--- src/rtl/div_radix2.sv ---
// Radix-2 restoring divider for DIV/DIVU: 33 cycles from accept to ready (2 for a zero divisor).
// The result and ready are held while start stays high and clear once start drops.
module div_radix2 (
  input  logic        clk,
  input  logic        rst,
  input  logic        signed_div,
  input  logic [31:0] opdata1,
  input  logic [31:0] opdata2,
  input  logic        start,
  input  logic        annul,
  output logic [63:0] result,
  output logic        ready
);

  typedef enum logic [1:0] {IDLE, BYZERO, ON, END} state_t;

  state_t      state, state_nxt;
  logic [5:0]  cnt;
  logic [64:0] work;
  logic [31:0] div_abs;
  logic        neg_q, neg_r;

  logic [31:0] abs1, abs2;
  logic [32:0] diff;
  logic [64:0] work_step;
  logic [31:0] quo_fix, rem_fix;

  always_comb begin
    abs1 = (signed_div && opdata1[31]) ? -opdata1 : opdata1;
    abs2 = (signed_div && opdata2[31]) ? -opdata2 : opdata2;
    // diff[32] is a reliable sign bit: the window only exceeds 2^32 when it is at least the divisor
    diff = work[64:32] - {1'b0, div_abs};
    work_step = diff[32] ? {work[63:0], 1'b0} : {diff[31:0], work[31:0], 1'b1};
    quo_fix = neg_q ? -work_step[31:0]  : work_step[31:0];
    rem_fix = neg_r ? -work_step[64:33] : work_step[64:33];
  end

  always_ff @(posedge clk) begin
    if (rst) state <= IDLE;
    else     state <= state_nxt;
  end

  always_comb begin
    state_nxt = state;
    case (state)
      IDLE:    if (start && !annul) state_nxt = (opdata2 == 32'd0) ? BYZERO : ON;
      BYZERO:  state_nxt = END;
      ON: begin
        if (annul)             state_nxt = IDLE;
        else if (cnt == 6'd31) state_nxt = END;
      end
      END:     if (!start) state_nxt = IDLE;
      default: state_nxt = IDLE;
    endcase
  end

  always_ff @(posedge clk) begin
    if (rst) begin
      cnt     <= 6'd0;
      work    <= 65'd0;
      div_abs <= 32'd0;
      neg_q   <= 1'b0;
      neg_r   <= 1'b0;
      result  <= 64'd0;
      ready   <= 1'b0;
    end else begin
      case (state)
        IDLE: begin
          result <= 64'd0;
          ready  <= 1'b0;
          if (start && !annul && opdata2 != 32'd0) begin
            cnt     <= 6'd0;
            work    <= {32'd0, abs1, 1'b0};
            div_abs <= abs2;
            neg_q   <= signed_div & (opdata1[31] ^ opdata2[31]);
            neg_r   <= signed_div & opdata1[31];
          end
        end
        BYZERO: begin
          result <= 64'd0;
          ready  <= 1'b1;
        end
        ON: begin
          if (annul) begin
            cnt    <= 6'd0;
            result <= 64'd0;
            ready  <= 1'b0;
          end else begin
            work <= work_step;
            cnt  <= cnt + 6'd1;
            if (cnt == 6'd31) begin
              result <= {rem_fix, quo_fix};
              ready  <= 1'b1;
            end
          end
        end
        END: begin
          if (!start) begin
            result <= 64'd0;
            ready  <= 1'b0;
          end
        end
        default: begin
          result <= 64'd0;
          ready  <= 1'b0;
        end
      endcase
    end
  end

endmodule

--- config.mk ---
export PLATFORM = sky130hd
export DESIGN_NAME = div_radix2
export DESIGN_NICKNAME = d
export VERILOG_FILES = /design/src/rtl/div_radix2.sv
export SDC_FILE = /design/constraint.sdc
export NUM_CORES = 1
export LEC_CHECK = 0
export CELL_PAD_IN_SITES_DETAIL_PLACEMENT = 0
export CELL_PAD_IN_SITES_GLOBAL_PLACEMENT = 1
export CORE_MARGIN = 2
export CORE_UTILIZATION = 48
export DETAILED_ROUTE_END_ITERATION = 8
export DONT_BUFFER_PORTS = 1
export GPL_TIMING_DRIVEN = 0
export PLACE_DENSITY = 0.86
export SYNTH_ARGS = -nofsm -noshare
export SYNTH_HDL_FRONTEND = slang
export SYNTH_SLANG_ARGS = --single-unit
--- constraint.sdc ---
create_clock -name clk -period 8.2 [get_ports clk]
set_clock_uncertainty 0.1 [all_clocks]
set_input_delay 1.64 -clock clk [delete_from_list [all_inputs] [get_ports clk]]
set_output_delay 1.64 -clock clk [all_outputs]
set_load 0.01 [all_outputs]
==> results.py, run 1 <==
metrics = {
    "hold_path": {
        "min-delay-path-class": "reg2reg",
    },
    "floorplan": {
        "die-width_um": 159,
        "start_util": 0.490,
        "io_pins": 134,
        "die_y_um": 159,
        "die-area_um2": 25200,
        "rows": 56,
        "design.core.area_um2": 23500,
    },
    "timing": {
        "finalSetupTns_ns": 0,
        "slew-limit-headroom": 0.372,
        "setup_viol": 0,
        "fin_crit_sh": 0.929,
        "final_hold_viol_count": 0,
        "worst_pin_slew_ns": 0.933,
        "rsz0062_at_grt": "no",
        "clock.fmax_mhz": 131,
        "timing.final.ws_setup_ns": 0.578,
        "holdWs_ns": 0.359,
        "maxSlewViolCount": 0,
        "final.min_clock_period_ns": 7.62,
    },
    "detailed_routing": {
        "avgViaCountPerCell": 5.95,
        "firstDrtPassIters": 5,
        "ant_nets": 0,
        "num_vias": 11200,
        "post-route-drc-count": 0,
        "wl_per_cell_um": 20.0,
        "wl_um": 37700,
        "drtIter0Drc": 1069,
    },
    "logic_synthesis": {
        "synth.area.top_cells": "dfxtp_1 30%, xnor2_1 7.8%, nand2_1 6.4%, nor2_1 6.4%, a21oi_1 5.6%",
        "synth_edf_count": 0,
        "yosysTopAreaCellShare": 0.299,
        "ys_ff_latch": 172,
        "synth_seq_area_share": 0.299,
        "synth.avg_cell_area_um2": 7.50,
        "ys_types": 76,
        "ys_async_sr_fraction": 0,
        "netlist_area_um2": 11500,
        "synth_warnings": 0,
        "ys.flop_type": "dfxtp_1",
        "syn_inst": 1535,
        "synth_top_area_cell": "dfxtp_1",
        "synth_nets": 1647,
    },
    "clocking": {
        "clk_latency_ns": 0.44,
        "postCtsSetupBuffers": 0,
        "cts-resized-gates": 0,
        "cts.clk_slew.worst_paths_ns": 0.07,
        "clock_sinks": 172,
        "cts_tree": "yes",
        "cts_made_buffers": 17,
        "cts-hold-fix-buffers": 0,
        "clock_path_buffers": 2,
        "h-tree-depth": 4,
        "root_buffer": "clkbuf_16",
    },
    "power_and_ir_drop": {
        "powerDensity_nw_per_um2": 251,
        "leakage_nw": 4.61,
        "p_total_mw": 3.14,
        "vdd_ir_drop_max_uv": 106,
    },
    "run_status": {
        "status": "completed",
    },
    "global_route": {
        "grt_overflow": 0,
        "grt_max_degree": 17,
        "grt_pass1_wl_um": 57800,
        "grt_use_total": 0.290,
        "grt_antenna_before_repair": 0,
        "first_global_vias": 10400,
    },
    "critical_path": {
        "critPathCaptureType": "flip-flop",
        "crit_type": "reg2reg",
        "crit_chain": "inv_1 -> ha_1 -> inv_1 -> fa_1 -> a211oi_1 -> o31ai_2 -> o221ai_1 -> nand3_1 -> o22a_2 -> xor2_4 -> clkbuf_1 -> clkbuf_1 -> clkbuf_1 -> a21oi_1 -> inv_1 -> ha_1 -> nand4_1 -> mux2_2 -> or3_4 -> or4_4 -> o31ai_2 -> xnor2_1 -> a22o_1",
        "crit_slowest_cell": "clkbuf_1",
        "cp.arrival_ns": 7.85,
        "critical-path-top-delay-family": "buffers and inverters",
        "cp_num_buf_inv": 6,
        "cp_slowest_stage_delay_ns": 0.62,
        "worst-path-max-fanout": 10,
        "timing.critical_path.required_ns": 8.43,
        "critPathLaunchType": "flip-flop",
    },
    "placed_design": {
        "dp_slack_ns": 0.764,
        "gp_congestion": 0.937,
        "hpwl_um": 29600,
        "portBuffers": 0,
        "postPlaceCellArea_um2": 11900,
        "dp.cells": 1854,
    },
    "flow_run": {
        "drv_cap": 0,
    },
    "layout": {
        "fin_nets": 1666,
        "drive_gt1_frac": 0.0307,
        "layout_common_cells": "196 x nand2_1, 196 x nor2_1, 172 x dfxtp_1",
        "antennaDiodeCount": 0,
        "area_growth_pct": 8.84,
        "postLayoutCoreUtil": 0.534,
        "final_cells": 1885,
        "final_cell_area_um2": 12500,
    },
}
[layer usage]
layer / up-vias / wire length [um] / global-route usage
li1: 5539 / - / -
met1: 5178 / 15700 / 0.358
met2: 416 / 17600 / 0.488
met3: 74 / 2990 / 0.0611
met4: 0 / 1430 / 0.123
met5: - / 0 / 0
[cell families (layout without fill, tap and decap cells)]
family,Yosys count,count (layout),share of synthesized area
AO/OA/AOI/OAI,453,453,0.258
XOR/XNOR,144,144,0.111
adder cells (fa/ha/maj),43,43,0.0474
buffers and inverters,148,179,0.0497
flip-flops,172,172,0.299
multiplexers,18,18,0.0163
AND/OR/NAND/NOR,557,557,0.218
[power breakdown]
part | total, mW | internal, mW | leakage, nW | switching, mW
sequential | 0.983 | 0.910 | 1.39 | 0.0728
clock | 0.866 | 0.496 | 0.304 | 0.370
combinational | 1.29 | 0.419 | 2.91 | 0.874
total | 3.14 | 1.82 | 4.61 | 1.32
[synthesized netlist by cell type (all sizes together) (10+ instances only)]
cell	n
nand2	196
nor2	196
dfxtp	172
a21oi	129
xnor2	102
o21ai	92
clkbuf	86
a22oi	56
inv	53
ha	42
xor2	42
a211oi	35
nor3	33
a22o	30
o31ai	23
nor4	22
nand3	20
or4	16
mux2i	15
nand4	15
o41ai	15
or3	11
a21o	10
o211ai	10
[state kept, by name, summed over array words and instances, names as in the netlist]
register	count
cnt	6
ready	1
state	2
div_abs	32
result	64
neg_q	1
neg_r	1
work	65
[worst paths after layout]
kind,startpoint,endpoint,slack (ns),cells after the start
setup / recovery,work[32],result[62],0.58,23
hold reg to reg,div_abs[31],div_abs[31],0.36,2
hold / removal,div_abs[31],div_abs[31],0.36,2
setup reg to reg,work[32],result[62],0.58,23
[cell type report]
type / instances / area (um^2)
tap: 319 / 399
clock inverter: 12 / 175
buffer: 95 / 370
inverter: 53 / 201
sequential: 172 / 3440
fill: 2338 / 10900
clock buffer: 19 / 443
multi-input combinational: 1215 / 7490
[worst register-to-register path, cell delays in order, from the launching register on]
cell and delay, ns:
dfxtp_1 0.38, inv_1 0.10, ha_1 0.19, inv_1 0.08, fa_1 0.41, a211oi_1 0.34, o31ai_2 0.19, o221ai_1 0.29
nand3_1 0.26, o22a_2 0.32, xor2_4 0.43, clkbuf_1 0.63, clkbuf_1 0.52, clkbuf_1 0.62, a21oi_1 0.26, inv_1 0.10
ha_1 0.28, nand4_1 0.12, mux2_2 0.34, or3_4 0.42, or4_4 0.60, o31ai_2 0.23, xnor2_1 0.10, a22o_1 0.20
(Power assumes the default switching activity.)
==> run 2: changes to the inputs <==
--- a/config.mk
+++ b/config.mk
@@ -6,12 +6,10 @@
 export NUM_CORES = 1
 export LEC_CHECK = 0
-export CELL_PAD_IN_SITES_DETAIL_PLACEMENT = 0
-export CELL_PAD_IN_SITES_GLOBAL_PLACEMENT = 1
 export CORE_MARGIN = 2
-export CORE_UTILIZATION = 48
+export CORE_UTILIZATION = 25
 export DETAILED_ROUTE_END_ITERATION = 8
 export DONT_BUFFER_PORTS = 1
 export GPL_TIMING_DRIVEN = 0
-export PLACE_DENSITY = 0.86
+export PLACE_DENSITY = 0.43
 export SYNTH_ARGS = -nofsm -noshare
 export SYNTH_HDL_FRONTEND = slang
==> constraint.sdc (replaced) <==
create_clock -name clk -period 8.2 [get_ports clk]
set_clock_uncertainty 0.1 [all_clocks]
set_input_delay 1.64 -clock clk [delete_from_list [all_inputs] [get_ports clk]]
set_output_delay 1.64 -clock clk [all_outputs]
set_load 0.1 [all_outputs]
==> results.py, run 2 (synthesis results as in run 1) <==
metrics = {
    "timing": {
        "final_hold_viol_count": 0,
        "timing.final.ws_setup_ns": 0.622,
        "slew-limit-headroom": 0.203,
        "final.min_clock_period_ns": 7.58,
        "finalSetupTns_ns": 0,
        "clock.fmax_mhz": 132,
        "fin_crit_sh": 0.924,
        "rsz0062_at_grt": "no",
        "holdWs_ns": 0.356,
        "maxSlewViolCount": 0,
        "worst_pin_slew_ns": 1.19,
        "setup_viol": 0,
    },
    "global_route": {
        "grt_pass1_wl_um": 65100,
        "grtUsageMet1": 0.240,
        "grt_max_degree": 20,
        "met3_usage": 0.0502,
        "grt_antenna_before_repair": 0,
        "use_met2": 0.282,
        "grt_overflow": 0,
        "grt_use_total": 0.181,
        "first_global_vias": 10600,
        "grt_busiest_layer": "met2",
    },
    "floorplan": {
        "start_util": 0.254,
        "design.core.area_um2": 45400,
        "rows": 78,
        "die-area_um2": 47800,
        "die-width_um": 219,
        "die_y_um": 219,
        "io_pins": 134,
    },
    "clocking": {
        "postCtsSetupBuffers": 0,
        "cts-hold-fix-buffers": 0,
        "h-tree-depth": 4,
        "cts-resized-gates": 0,
        "cts_tree": "yes",
        "root_buffer": "clkbuf_16",
        "clock_sinks": 172,
        "clock_path_buffers": 2,
        "clk_latency_ns": 0.48,
        "cts_made_buffers": 17,
        "cts.clk_slew.worst_paths_ns": 0.08,
    },
    "critical_path": {
        "crit_chain": "inv_1 -> ha_1 -> inv_1 -> fa_1 -> a211oi_1 -> o31ai_2 -> o221ai_1 -> nand3_1 -> o22a_2 -> xor2_4 -> clkbuf_1 -> clkbuf_1 -> clkbuf_1 -> a21oi_1 -> inv_1 -> ha_1 -> nand4_1 -> mux2_2 -> or3_4 -> or4_4 -> o31ai_2 -> xnor2_1 -> a22o_1",
        "worst-path-max-fanout": 10,
        "critPathLaunchType": "flip-flop",
        "critical-path-top-delay-family": "buffers and inverters",
        "cp_slowest_stage_delay_ns": 0.61,
        "timing.critical_path.required_ns": 8.47,
        "crit_slowest_cell": "clkbuf_1",
        "cp_num_buf_inv": 6,
        "cp.arrival_ns": 7.84,
        "crit_type": "reg2reg",
        "critPathCaptureType": "flip-flop",
    },
    "placed_design": {
        "dp_slack_ns": 0.692,
        "gp_congestion": 0.905,
        "portBuffers": 0,
        "hpwl_um": 33900,
    },
    "detailed_routing": {
        "num_vias": 11200,
        "wl_um": 43500,
        "avgViaCountPerCell": 5.17,
        "firstDrtPassIters": 5,
        "wl_per_cell_um": 20.1,
        "post-route-drc-count": 0,
        "ant_nets": 0,
        "drtIter0Drc": 856,
    },
    "hold_path": {
        "min-delay-path-class": "reg2reg",
    },
    "flow_run": {
        "drv_cap": 0,
    },
    "layout": {
        "fin_nets": 1666,
        "area_growth_pct": 11.7,
        "nFillCells": 4988,
        "layout_common_cells": "196 x nand2_1, 196 x nor2_1, 172 x dfxtp_1",
        "reg.largest.list": "work (65), result (64), div_abs (32)",
        "drive_gt1_frac": 0.0319,
        "regMostFlops": "work",
        "postLayoutCoreUtil": 0.283,
        "largest_reg_flops": 65,
    },
    "run_status": {
        "status": "completed",
    },
    "power_and_ir_drop": {
        "vdd_ir_drop_max_uv": 130,
        "powerDensity_nw_per_um2": 248,
        "leakage_nw": 4.60,
    },
}
## run 2: changes by cell type in the layout (fill, tap and decap cells not counted), sizes merged
cell,delta
clkinv,+4
bufinv,-3
clkbuf,-2
inv,+2
diode,+1
## run 2: layout make-up
| type | count | area, um^2 | share of cell area |
|---|---|---|---|
| diodes | 1 | 2.50 | 0.000195 |
| plain buffers | 95 | 370 | 0.0288 |
| clock buffers | 17 | 425 | 0.0331 |
| clock inverters | 15 | 170 | 0.0132 |
| inverters | 53 | 201 | 0.0157 |
| multi-input cells | 1215 | 7490 | 0.583 |
| flip-flops and latches | 172 | 3440 | 0.268 |
| well taps | 600 | 751 | 0.0584 |
## run 2: metrics by stage
| step | area, um^2 | power (mW) | std cells |
|---|---|---|---|
| 6_report | 12900 | 3.19 | 2168 |
| 5_1_grt | 12900 | 3.39 | 2167 |
| 4_1_cts | 12900 | 3.21 | 2167 |
| 3_5_place_dp | 12300 | 2.36 | 2135 |
| 3_3_place_gp | 12300 | 2.36 | 2135 |
| 2_1_floorplan | 11500 | 1.96 | 1535 |
## run 2: worst paths after layout
path | startpoint | to | slack [ns] | depth (start not counted)
worst max-delay path | work[32] | result[62] | 0.62 | 23
worst min-delay path | div_abs[31] | div_abs[31] | 0.36 | 2
worst max register to register | work[32] | result[62] | 0.62 | 23
worst min register to register | div_abs[31] | div_abs[31] | 0.36 | 2
## run 2: routing by layer
metal  part of all wire  wire length (um)  vias to the layer above
li1                   -                 -                     5534
met3              0.079              3420                       47
met2               0.44             19200                      324
met4              0.021               913                        0
met5                  0                 0                        -
met1               0.46             20000                     5309
## run 2: worst min-delay path: stages, from the launching register on
cell     delay, ns
dfxtp_1       0.31
nand2_1       0.05
a21oi_1       0.05
## run 2: power breakdown
part           leakage (nW)  total (mW)  internal, mW  switching, mW
clock                 0.291       0.835         0.410          0.425
combinational          2.91        1.33         0.419          0.911
sequential             1.39        1.02         0.910          0.115
